[src/rtl/usb_pkg.sv]
// Shared definitions for the USB full-speed device transaction sequencer:
// PID encodings, sequencer states and a small PID classification helper.
package usb_pkg;

    localparam logic [3:0] PID_OUT   = 4'b0001;
    localparam logic [3:0] PID_IN    = 4'b1001;
    localparam logic [3:0] PID_SOF   = 4'b0101;
    localparam logic [3:0] PID_SETUP = 4'b1101;
    localparam logic [3:0] PID_DATA0 = 4'b0011;
    localparam logic [3:0] PID_DATA1 = 4'b1011;
    localparam logic [3:0] PID_ACK   = 4'b0010;
    localparam logic [3:0] PID_NAK   = 4'b1010;
    localparam logic [3:0] PID_STALL = 4'b1110;

    typedef enum logic [2:0] {
        ST_IDLE,
        ST_WAIT_DATA,
        ST_SEND_HS,
        ST_SEND_DATA,
        ST_WAIT_ACK
    } state_t;

    function automatic logic is_data_pid(input logic [3:0] pid);
        return (pid == PID_DATA0) || (pid == PID_DATA1);
    endfunction

endpackage

[src/rtl/usb_ep_toggle.sv]
// Per-endpoint DATA0/DATA1 toggle bank: one OUT and one IN toggle per endpoint,
// all accesses on the endpoint selected by 'ep'.
module usb_ep_toggle #(
    parameter int NUM_EP = 4
) (
    input  logic       clk,
    input  logic       rst_n,
    input  logic [3:0] ep,
    input  logic       out_flip,
    input  logic       in_flip,
    input  logic       setup_set,
    output logic       out_tog,
    output logic       in_tog
);

    logic [NUM_EP-1:0] out_q;
    logic [NUM_EP-1:0] in_q;

    // A completed SETUP forces both directions to DATA1, overriding any flip.
    always_ff @(posedge clk or negedge rst_n) begin
        if (!rst_n) begin
            out_q <= '0;
            in_q  <= '0;
        end else begin
            for (int i = 0; i < NUM_EP; i++) begin
                if (ep == 4'(i)) begin
                    if (setup_set) begin
                        out_q[i] <= 1'b1;
                        in_q[i]  <= 1'b1;
                    end else begin
                        if (out_flip) out_q[i] <= ~out_q[i];
                        if (in_flip)  in_q[i]  <= ~in_q[i];
                    end
                end
            end
        end
    end

    always_comb begin
        out_tog = 1'b0;
        in_tog  = 1'b0;
        for (int i = 0; i < NUM_EP; i++) begin
            if (ep == 4'(i)) begin
                out_tog = out_q[i];
                in_tog  = in_q[i];
            end
        end
    end

endmodule

[src/rtl/usb_transaction_ctrl.sv]
// Device-side USB full-speed transaction sequencer: decodes tokens, routes OUT/SETUP
// payloads, issues handshakes or IN data, tracks toggles and times out the host.
module usb_transaction_ctrl
    import usb_pkg::*;
#(
    parameter int NUM_EP      = 4,
    parameter int TIMEOUT_CYC = 400
) (
    input  logic              clk,
    input  logic              rst_n,
    input  logic [6:0]        dev_addr,
    input  logic [NUM_EP-1:0] ep_stall,
    input  logic [3:0]        rx_packet_pid,
    input  logic [10:0]       rx_packet_addr,
    input  logic [7:0]        rx_packet_byte,
    input  logic              rx_packet_byte_en,
    input  logic              rx_packet_valid,
    input  logic              rx_packet_fin,
    output logic              tx_start,
    output logic [3:0]        tx_pid,
    input  logic              tx_done,
    output logic [3:0]        cur_ep,
    output logic [7:0]        out_byte,
    output logic              out_byte_en,
    output logic              out_setup,
    input  logic              out_ready,
    output logic              out_commit,
    output logic              out_abort,
    input  logic              in_ready,
    output logic              in_acked,
    output logic              sof_pulse,
    output logic [10:0]       frame_num
);

    localparam int             CW      = $clog2(TIMEOUT_CYC + 1);
    localparam logic [CW-1:0]  TO_LAST = CW'(TIMEOUT_CYC - 1);

    state_t        state, state_nxt;
    logic [CW-1:0] to_cnt;
    logic          rx_busy;

    logic [3:0]  tok_ep;
    logic        addr_hit;
    logic [3:0]  ep_sel;
    logic        stall_sel;
    logic        out_tog, in_tog;
    logic        fin_ok, waiting, frozen, timeout, exp_tog;

    logic        tx_start_nxt, commit_nxt, abort_nxt, acked_nxt, sof_nxt, setup_nxt;
    logic [3:0]  tx_pid_nxt, cur_ep_nxt;
    logic [10:0] frame_nxt;
    logic        out_flip, in_flip, setup_set;

    assign tok_ep   = rx_packet_addr[10:7];
    assign addr_hit = (rx_packet_addr[6:0] == dev_addr) && ({1'b0, tok_ep} < 5'(NUM_EP));
    assign ep_sel   = (state == ST_IDLE) ? tok_ep : cur_ep;
    assign fin_ok   = rx_packet_fin && rx_packet_valid;
    assign waiting  = (state == ST_WAIT_DATA) || (state == ST_WAIT_ACK);
    assign frozen   = rx_busy || rx_packet_byte_en;
    assign timeout  = waiting && !frozen && !rx_packet_fin && (to_cnt == TO_LAST);
    assign exp_tog  = out_setup ? 1'b0 : out_tog;

    always_comb begin
        stall_sel = 1'b0;
        for (int i = 0; i < NUM_EP; i++) begin
            if (ep_sel == 4'(i)) stall_sel = ep_stall[i];
        end
    end

    usb_ep_toggle #(.NUM_EP(NUM_EP)) u_toggle (
        .clk       (clk),
        .rst_n     (rst_n),
        .ep        (ep_sel),
        .out_flip  (out_flip),
        .in_flip   (in_flip),
        .setup_set (setup_set),
        .out_tog   (out_tog),
        .in_tog    (in_tog)
    );

    always_ff @(posedge clk or negedge rst_n) begin
        if (!rst_n) state <= ST_IDLE;
        else        state <= state_nxt;
    end

    always_comb begin
        state_nxt    = state;
        tx_start_nxt = 1'b0;
        tx_pid_nxt   = tx_pid;
        commit_nxt   = 1'b0;
        abort_nxt    = 1'b0;
        acked_nxt    = 1'b0;
        sof_nxt      = 1'b0;
        frame_nxt    = frame_num;
        cur_ep_nxt   = cur_ep;
        setup_nxt    = out_setup;
        out_flip     = 1'b0;
        in_flip      = 1'b0;
        setup_set    = 1'b0;

        case (state)
            ST_IDLE: begin
                if (fin_ok) begin
                    if (rx_packet_pid == PID_SOF) begin
                        sof_nxt   = 1'b1;
                        frame_nxt = rx_packet_addr;
                    end else if (addr_hit) begin
                        case (rx_packet_pid)
                            PID_OUT, PID_SETUP: begin
                                cur_ep_nxt = tok_ep;
                                setup_nxt  = (rx_packet_pid == PID_SETUP);
                                state_nxt  = ST_WAIT_DATA;
                            end
                            PID_IN: begin
                                cur_ep_nxt   = tok_ep;
                                setup_nxt    = 1'b0;
                                tx_start_nxt = 1'b1;
                                if (stall_sel) begin
                                    tx_pid_nxt = PID_STALL;
                                    state_nxt  = ST_SEND_HS;
                                end else if (!in_ready) begin
                                    tx_pid_nxt = PID_NAK;
                                    state_nxt  = ST_SEND_HS;
                                end else begin
                                    tx_pid_nxt = in_tog ? PID_DATA1 : PID_DATA0;
                                    state_nxt  = ST_SEND_DATA;
                                end
                            end
                            default: ;
                        endcase
                    end
                end
            end

            // A SETUP payload ignores the halt and always expects DATA0.
            ST_WAIT_DATA: begin
                if (rx_packet_fin) begin
                    state_nxt = ST_IDLE;
                    if (rx_packet_valid && is_data_pid(rx_packet_pid)) begin
                        tx_start_nxt = 1'b1;
                        state_nxt    = ST_SEND_HS;
                        if (stall_sel && !out_setup) begin
                            tx_pid_nxt = PID_STALL;
                            abort_nxt  = 1'b1;
                        end else if (!out_ready) begin
                            tx_pid_nxt = PID_NAK;
                            abort_nxt  = 1'b1;
                        end else if ((rx_packet_pid == PID_DATA1) != exp_tog) begin
                            tx_pid_nxt = PID_ACK;
                            abort_nxt  = 1'b1;
                        end else begin
                            tx_pid_nxt = PID_ACK;
                            commit_nxt = 1'b1;
                            setup_set  = out_setup;
                            out_flip   = !out_setup;
                        end
                    end else begin
                        abort_nxt = 1'b1;
                    end
                end else if (timeout) begin
                    abort_nxt = 1'b1;
                    state_nxt = ST_IDLE;
                end
            end

            ST_SEND_HS: begin
                if (tx_done) state_nxt = ST_IDLE;
            end

            ST_SEND_DATA: begin
                if (tx_done) state_nxt = ST_WAIT_ACK;
            end

            // Without a valid ACK the toggle stays put so the retry resends the same data.
            ST_WAIT_ACK: begin
                if (rx_packet_fin) begin
                    state_nxt = ST_IDLE;
                    if (fin_ok && (rx_packet_pid == PID_ACK)) begin
                        acked_nxt = 1'b1;
                        in_flip   = 1'b1;
                    end
                end else if (timeout) begin
                    state_nxt = ST_IDLE;
                end
            end

            default: state_nxt = ST_IDLE;
        endcase
    end

    always_ff @(posedge clk or negedge rst_n) begin
        if (!rst_n) begin
            tx_start   <= 1'b0;
            tx_pid     <= 4'h0;
            out_commit <= 1'b0;
            out_abort  <= 1'b0;
            in_acked   <= 1'b0;
            sof_pulse  <= 1'b0;
            frame_num  <= 11'h000;
            cur_ep     <= 4'h0;
            out_setup  <= 1'b0;
        end else begin
            tx_start   <= tx_start_nxt;
            tx_pid     <= tx_pid_nxt;
            out_commit <= commit_nxt;
            out_abort  <= abort_nxt;
            in_acked   <= acked_nxt;
            sof_pulse  <= sof_nxt;
            frame_num  <= frame_nxt;
            cur_ep     <= cur_ep_nxt;
            out_setup  <= setup_nxt;
        end
    end

    // The timeout counter is held at zero outside the wait states and paused mid-packet.
    always_ff @(posedge clk or negedge rst_n) begin
        if (!rst_n) begin
            to_cnt      <= '0;
            rx_busy     <= 1'b0;
            out_byte    <= 8'h00;
            out_byte_en <= 1'b0;
        end else begin
            if (!waiting)                          to_cnt <= '0;
            else if (!frozen && to_cnt != TO_LAST) to_cnt <= to_cnt + 1'b1;

            if (rx_packet_fin)          rx_busy <= 1'b0;
            else if (rx_packet_byte_en) rx_busy <= 1'b1;

            out_byte_en <= (state == ST_WAIT_DATA) && rx_packet_byte_en;
            if ((state == ST_WAIT_DATA) && rx_packet_byte_en) out_byte <= rx_packet_byte;
        end
    end

endmodule

[config.mk]
export PLATFORM = sky130hd
export DESIGN_NAME = usb_transaction_ctrl
export DESIGN_NICKNAME = d
export VERILOG_FILES = /design/src/rtl/usb_pkg.sv /design/src/rtl/usb_ep_toggle.sv /design/src/rtl/usb_transaction_ctrl.sv
export SDC_FILE = /design/constraint.sdc
export NUM_CORES = 1
export LEC_CHECK = 0
export CAP_MARGIN = 40
export CORE_ASPECT_RATIO = 0.7
export CORE_UTILIZATION = 48
export DETAILED_ROUTE_END_ITERATION = 8
export GPL_TIMING_DRIVEN = 0
export PLACE_DENSITY_LB_ADDON = 0.2
export SYNTH_ARGS = -nofsm -noshare
export SYNTH_HDL_FRONTEND = slang
export SYNTH_SLANG_ARGS = --single-unit
[constraint.sdc]
create_clock -name clk -period 2.9 [get_ports clk]
set_input_delay 0.58 -clock clk [delete_from_list [all_inputs] [get_ports clk]]
set_output_delay 0.58 -clock clk [all_outputs]
set_load 0.1 [all_outputs]
======== Word level (Yosys, flattened, before mapping) ========
Index checks and enable logic that the tools add are counted.
word-level totals
  register bits after elaboration ......... 55
  input port bits ......................... 42
  output and inout bits ................... 34
  word-level logic and storage cells ...... 197
cells by class
  add/subtract/negate cells ............... 1
  $lt $le $gt $ge ......................... 1
  equality and inequality tests ........... 28
  multiplexer cells ....................... 98
  bitwise operators ....................... 9
  reductions and logical operators ........ 38
operator list
  cell                                           number
  two-way mux 1 bit                              70
  two-way mux 4 bit                              12
  two-way mux 3 bit                              8
  two-way mux 9 bit                              2
  == test 4 x 2 -> 1 bit, second input constant  4
  AND reduction 2 bit                            8
  case mux 3 bit (5 select lines)                1
  != test 2 bit, second input constant           7
  == test 4 bit, second input constant           3
  logical AND 1 bit                              10
  AND reduction 5 bit                            2
  nonzero test 2 bit                             5
  adder 9 x 1 -> 9 bit, second input constant    1
  == test 9 bit, second input constant           1
  != test 9 bit, second input constant           1
  NOT 1 bit                                      9
  == test 4 x 1 -> 1 bit, second input constant  2
  case mux 4 bit (2 select lines)                1
  == test 7 bit                                  1
  AND reduction 7 bit                            1
  == test 3 x 2 -> 1 bit, second input constant  2
  case mux 3 bit (2 select lines)                1
  AND reduction 6 bit                            1
  == test 4 x 3 -> 1 bit, second input constant  1
  other kinds (15)                               21

======== Depth between registers and ports, before layout ========
  word-level depth ........................ 17
  depth in mapped cells ................... 8
  depth with buffers taken out ............ 7

======== Hierarchy ========
A second synthesis with hierarchy kept.
unflattened totals
  cell total of the unflattened synthesis .. 248
  area, all modules ....................... 2771.4 um^2
modules (own cells, without submodules)
  module                instances  cells each  area an instance (um^2)  seq. area each (um^2)
  usb_transaction_ctrl  1          197         2279.7                   1176.1
  usb_ep_toggle         1          51          491.7                    200.2

======== Worst setup path before layout ========
No wires, ideal clock.
  path kind ............................... reg-to-reg
  start ................................... reg cur_ep[2]
  end ..................................... reg u_toggle.out_q[0]
  library setup time ...................... 0.128 ns
  arrival time ............................ 2.615 ns
  data required time ...................... 2.772 ns
  slack ................................... 0.158 ns
  stages on the path, launching flop included .. 7
  buffers on the path ..................... 0
  period minus slack after synthesis ...... 2.742 ns
  cells stage by stage .................... dfrtp_1 nor4b_1 mux2_2 a222oi_1 nor3_1 nor4_1 mux2_1
on the way
  word-level cells in the longest chain between the ends .. 16
  elaborated cells between the ends (all ways) .. 31
  those cells by class .................... eq/ne (4); mux (23); reduce/logical (4)
ends and longest elaborated chain
  what                                  RTL line                                                              text
  start, declared                       usb_transaction_ctrl.sv:22                                            output logic [3:0] cur_ep,
  start signal, assigned                usb_transaction_ctrl.sv:210                                           cur_ep <= cur_ep_nxt;
  two-way mux 4 bit *                   usb_transaction_ctrl.sv:56                                            assign ep_sel = (state == ST_IDLE) ? tok_ep : cur_ep;
  logical NOT 4 bit                     usb_ep_toggle.sv:26, usb_ep_toggle.sv:43, usb_transaction_ctrl.sv:66
  two-way mux 1 bit (4 in series)       usb_ep_toggle.sv:43                                                   if (ep == 4'(i)) begin
  two-way mux 1 bit                     usb_transaction_ctrl.sv:61                                            assign exp_tog = out_setup ? 1'b0 : out_tog;
  != test 1 bit                         usb_transaction_ctrl.sv:148                                           end else if ((rx_packet_pid == PID_DATA1) != exp_tog) begin
  two-way mux 1 bit                     usb_transaction_ctrl.sv:148
  two-way mux 1 bit                     usb_transaction_ctrl.sv:145                                           end else if (!out_ready) begin
  two-way mux 1 bit                     usb_transaction_ctrl.sv:142                                           if (stall_sel && !out_setup) begin
  two-way mux 1 bit                     usb_transaction_ctrl.sv:139                                           if (rx_packet_valid && is_data_pid(rx_packet_pid)) begin
  two-way mux 1 bit                     usb_transaction_ctrl.sv:137                                           if (rx_packet_fin) begin
  two-way mux 1 bit                     usb_transaction_ctrl.sv:101                                           case (state)
  nonzero test 2 bit (no source line)   n/a
  AND reduction 2 bit (no source line)  n/a
  end signal, assigned by index         usb_ep_toggle.sv:31                                                   if (out_flip) out_q[i] <= ~out_q[i];
  end, declared                         usb_ep_toggle.sv:16                                                   logic [NUM_EP-1:0] out_q;
Mark *: on every way between the ends. The rest lies on a longest branch, timed or not.
A chain may end at the register's enable or synchronous reset.

======== Worst setup path after layout ========
  start ................................... reg state[1]
  end ..................................... reg u_toggle.out_q[2]
on the way
  word-level cells in the longest chain between the ends .. 17
  elaborated cells between the ends (all ways) .. 33
  those cells by class .................... eq/ne (5); mux (23); reduce/logical (5)
ends and longest elaborated chain
  what                                  RTL line                                         text
  start, declared                       usb_transaction_ctrl.sv:38                       state_t state, state_nxt;
  start signal, assigned                usb_transaction_ctrl.sv:83                       else state <= state_nxt;
  logical NOT 3 bit                     usb_transaction_ctrl.sv:56
  two-way mux 4 bit                     usb_transaction_ctrl.sv:56
  logical NOT 4 bit                     usb_ep_toggle.sv:43, usb_transaction_ctrl.sv:66
  two-way mux 1 bit (4 in series)       usb_ep_toggle.sv:43
  two-way mux 1 bit                     usb_transaction_ctrl.sv:61
  != test 1 bit                         usb_transaction_ctrl.sv:148
  two-way mux 1 bit                     usb_transaction_ctrl.sv:148
  two-way mux 1 bit                     usb_transaction_ctrl.sv:145
  two-way mux 1 bit                     usb_transaction_ctrl.sv:142
  two-way mux 1 bit                     usb_transaction_ctrl.sv:139
  two-way mux 1 bit                     usb_transaction_ctrl.sv:137
  two-way mux 1 bit                     usb_transaction_ctrl.sv:101
  nonzero test 2 bit (no source line)   n/a
  AND reduction 2 bit (no source line)  n/a
Several ways; a longest one is shown, not always the timed one.

==> impl_summary.md <==
Synthesis
The largest family of logic cells by synthesized area is simple AND/OR/NAND/NOR gates. Yosys printed 0 warnings. The post-synth net total is 291. The number of different library cells in the post-synthesis netlist is 50. The multiplexer fraction of the synthesized cell area is 0.155.

The sequential-to-total area share from yosys stat is 0.492. By area the synthesized netlist is led by sky130_fd_sc_hd__dfrtp_1 (49%), sky130_fd_sc_hd__mux2_2 (11%), sky130_fd_sc_hd__xnor2_1 (2.5%), sky130_fd_sc_hd__nand2_1 (2.3%), sky130_fd_sc_hd__xor2_1 (2.2%). The flip-flop and latch count after synthesis is 55. The cell count after synthesis came out at between 200 and 250.

The xor and xnor fraction of the mapped netlist area is 0.0469. Of the total synthesized cell area, the portion taken by full adders, half adders and majority gates is 0.00447. The compound-gate portion of the synthesized area is 0.0885. The number of flops mapped to enable cells by yosys is 0. Of all cell types, the one taking the most synthesized area is sky130_fd_sc_hd__dfrtp_1. The average cell area after synthesis is 11.3 um2. The share of the synthesized area in the top cell type is 0.492.

The mapped cell area is 0.00280 mm2. For this run, the leading register cell type out of synthesis is sky130_fd_sc_hd__dfrtp_1. The area fraction in and, or, nand and nor cells after synthesis is 0.188. The async set-reset flop share out of synthesis is 1.00.

Final layout
Counting the fill cells in the layout gives 340. The share of final-layout standard cells stronger than drive strength 1 is 0.241. The area added between synthesis and finish is 55.0%. The number of nets at the end of the flow is 407. The number of diodes added for antenna fixing is 0.

At the end of the flow the core is filled with cells to 0.800.

Timing
After layout, the minimum clock period comes to roughly 2.6 ns. For this run, the top clock speed supported by timing is ~380 MHz. The final clock period utilization by the worst path is 0.907. The total count of hold-check failures in the final report is 0. The max-slew violation count came to 0. The headroom to the max-slew limit is 0.423. The slew at the pin with the worst max-slew slack is 0.863 ns. Across all hold checks on the routed design, the worst slack comes to 0.194 ns. The post-route clock skew is 0.00366 ns. Setup repair after global routing left no endpoint under its margin. Setup violations remaining at the end of the flow were counted as 0.

GRT
After global routing the overflow that remains totals 0. The first global-routing pass estimated 11,800 um of wire. The overall fraction of global-route tracks in use is 0.251. The initial antenna violation count is 0. The pin count of the biggest net entering global routing is 38. The via count of the first global-routing pass is 2,379.

Drt
The number of DRC violations after detailed routing is 0. The detailed router finished its first iteration with 123 violations. The post-detailed-route wirelength per cell is roughly 16 um. The routed layout has 2,325 vias.

The final routed wirelength across all metal layers is about 7000 um. In this run the remaining antenna-violating nets after routing total 0. The ratio of routed vias to standard cells is 5.32. Before antenna repair, the detailed router went through 5 iterations.

Clock network
The clock passes through at most 2 buffers. The H-tree depth is 2. TritonCTS created 5 clock buffers. Clock latency on the worst-skew pair, taken at its later pin, is 0.31 ns. The tree built by TritonCTS fans out to between 50 and 60 sinks. The CTS tree is built. The root buffer cell is sky130_fd_sc_hd__clkbuf_8.

The clock slew at the register clock pins of the worst setup and hold paths is 0.10 ns.

Placed design
The count of buffers added on input and output ports is 73. Summed over all nets, the half-perimeter wirelength after detailed placement is 5460 um. The weighted congestion reported at the end of routability-driven placement is 0.798.

Worst setup path
The type of element capturing the critical path is a register. The category of the critical setup timing path is reg -> reg. The top cell family by delay on the critical path is simple AND/OR/NAND/NOR gates. The largest single stage delay on the critical path is 0.38 ns. The maximum net fanout on the critical path is 10. The signal on the critical path passes through buf_6, nor3_4, buf_6, mux2_4, a222oi_1, nor3_1, nor4_1, mux2_1. Counting stages on the worst path, the most repeated cell is sky130_fd_sc_hd__buf_6. STA puts the critical path data arrival time at 2.83 ns. The cell with the biggest individual delay on the critical path is sky130_fd_sc_hd__dfrtp_1. Data on the critical path is required at its endpoint by ~3.1 ns. The category of the worst setup path launch point is a register.

The number of buffers and inverters on the critical path is 2.

Worst hold path
The min-delay analysis places its worst path in the category in -> async.

Power and ir drop
For this design the ratio of total power to cell area is 448 mW/mm2. The standby leakage power is 1.98 nW. Summing internal, switching and leakage power gives 1.94 mW. The worst-case IR drop observed on VDD is 458 uV.

Die
The horizontal die dimension is roughly 93 um. During I/O placement, the number of pins put on the boundary was 76. The row count is 22.

Measured along the y axis, the die boundary spans 65.9 um. For this configuration, the core starts out at a cell density of 0.516. The area of the core region is 0.00542 mm2. The die covers 0.00615 mm2.

Run
The count of maximum capacitance violations is 0.

Outcome
The run finished with clean final reports.
## kinds of logic after synthesis
| family | Yosys count |
|---|---|
| and+or+nand+nor | 92 |
| DFF | 55 |
| muxes | 38 |
| AOI/OAI and AO/OA | 34 |
| xor gates and xnor gates | 15 |
| buffers and inverters | 13 |
| adders and majority gates | 1 |
## area by class of cell
type | count | area [um2] | share of cell area
Buffer | 8 | 51.3 | 0.0118
Clock buffer | 6 | 82.6 | 0.0190
Clock inverter | 2 | 35.0 | 0.00808
Inverter | 5 | 18.8 | 0.00433
Multi-Input combinational cell | 180 | 1370 | 0.315
Sequential cell | 55 | 1380 | 0.317
Tap cell | 72 | 90.1 | 0.0208
Timing Repair Buffer | 109 | 1320 | 0.304
## worst register-to-register path, stage by stage (launching register included)
cell                       delay [ns]
sky130_fd_sc_hd__dfrtp_1         0.38
sky130_fd_sc_hd__buf_6           0.14
sky130_fd_sc_hd__nor3_4          0.21
sky130_fd_sc_hd__buf_6           0.18
sky130_fd_sc_hd__mux2_4          0.32
sky130_fd_sc_hd__a222oi_1        0.36
sky130_fd_sc_hd__nor3_1          0.19
sky130_fd_sc_hd__nor4_1          0.38
sky130_fd_sc_hd__mux2_1          0.36
## flip-flops by register name, indices dropped and copies added, names as in the netlist, 3 cells and up
register,count
cur_ep,4
frame_num,11
out_byte,8
state,3
to_cnt,9
tx_pid,4
u_toggle.in_q,4
u_toggle.out_q,4
## cell usage after synthesis (3+ instances only)
| cell | number |
|---|---|
| sky130_fd_sc_hd__a21oi_1 | 8 |
| sky130_fd_sc_hd__a22oi_1 | 3 |
| sky130_fd_sc_hd__a31oi_1 | 5 |
| sky130_fd_sc_hd__and2_1 | 3 |
| sky130_fd_sc_hd__and3_1 | 8 |
| sky130_fd_sc_hd__buf_2 | 3 |
| sky130_fd_sc_hd__dfrtp_1 | 55 |
| sky130_fd_sc_hd__inv_1 | 5 |
| sky130_fd_sc_hd__mux2_1 | 4 |
| sky130_fd_sc_hd__mux2_2 | 27 |
| sky130_fd_sc_hd__mux2_4 | 3 |
| sky130_fd_sc_hd__mux2i_1 | 4 |
| sky130_fd_sc_hd__nand2_1 | 17 |
| sky130_fd_sc_hd__nand2b_1 | 5 |
| sky130_fd_sc_hd__nand3_1 | 5 |
| sky130_fd_sc_hd__nor2_1 | 16 |
| sky130_fd_sc_hd__nor2b_1 | 5 |
| sky130_fd_sc_hd__nor3_1 | 5 |
| sky130_fd_sc_hd__nor3b_1 | 6 |
| sky130_fd_sc_hd__nor4_1 | 6 |
| sky130_fd_sc_hd__nor4b_1 | 4 |
| sky130_fd_sc_hd__xnor2_1 | 8 |
| sky130_fd_sc_hd__xor2_1 | 7 |
## layout by cell type (no fill, tap or decap), types with 3 or more instances in the layout
master,count
sky130_fd_sc_hd__mux2i_1,4
sky130_fd_sc_hd__nor2b_1,5
sky130_fd_sc_hd__nor4b_1,3
sky130_fd_sc_hd__a22oi_1,3
sky130_fd_sc_hd__clkdlybuf4s50_1,70
sky130_fd_sc_hd__and3_1,8
sky130_fd_sc_hd__xor2_1,7
sky130_fd_sc_hd__mux2_1,4
sky130_fd_sc_hd__buf_8,30
sky130_fd_sc_hd__dfrtp_1,55
sky130_fd_sc_hd__a31oi_1,5
sky130_fd_sc_hd__nor3_1,5
sky130_fd_sc_hd__nor2_1,16
sky130_fd_sc_hd__xnor2_1,8
sky130_fd_sc_hd__nor4_1,5
sky130_fd_sc_hd__mux2_2,27
sky130_fd_sc_hd__nand3_1,5
sky130_fd_sc_hd__nor3b_1,6
sky130_fd_sc_hd__clkbuf_8,6
sky130_fd_sc_hd__inv_1,5
sky130_fd_sc_hd__nand2b_1,5
sky130_fd_sc_hd__and2_1,3
sky130_fd_sc_hd__buf_2,4
sky130_fd_sc_hd__a21oi_1,8
sky130_fd_sc_hd__mux2_4,3
sky130_fd_sc_hd__nand2_1,17
sky130_fd_sc_hd__buf_16,4
## report_power, final
part | leakage, nW | switching (mW) | internal [mW] | total [mW]
combinational | 1.17 | 0.343 | 0.248 | 0.591
clock | 0.0612 | 0.257 | 0.280 | 0.537
sequential | 0.754 | 0.0161 | 0.798 | 0.814
total | 1.98 | 0.616 | 1.33 | 1.94
## per-layer routing
layer,up-vias,global-route usage,routed length [um]
met3,11,0.0575,414
li1,1129,-,-
met5,-,0,0
met1,1099,0.344,3200
met4,0,0.0615,74
met2,86,0.406,3330
## timing repair
action / in CTS / in global routing
endpoints found under the setup margin: 0 / 4
hold buffers: 0 / 0
setup buffers: 0 / 1
gates resized for setup: 0 / 4
## stage by stage
stage	std cells	setup WS [ns]	TNS, ns	area (um2)
global placement	393	-0.449	-25.28	3620
finish	437	0.271	0	4340
floorplan	248	0.158	0	2800
global route	437	0.134	0	4340
CTS	436	0.0211	0	4310
detailed placement	428	-0.291	-1.12	4200
## final timing paths
kind | cells after the start | start | slack [ns] | to
setup / recovery | 8 | state[1] | 0.27 | u_toggle.out_q[2]
hold / removal | 1 | rst_n | 0.19 | out_byte[6]
setup reg to reg | 8 | state[1] | 0.27 | u_toggle.out_q[2]
hold reg to reg | 1 | u_toggle.in_q[0] | 0.49 | u_toggle.in_q[0]
max in group asynchronous | 2 | rst_n | 2.17 | to_cnt[0]
min in group clk | 1 | u_toggle.in_q[0] | 0.49 | u_toggle.in_q[0]
Note: power is estimated with default switching activity, not from simulation.
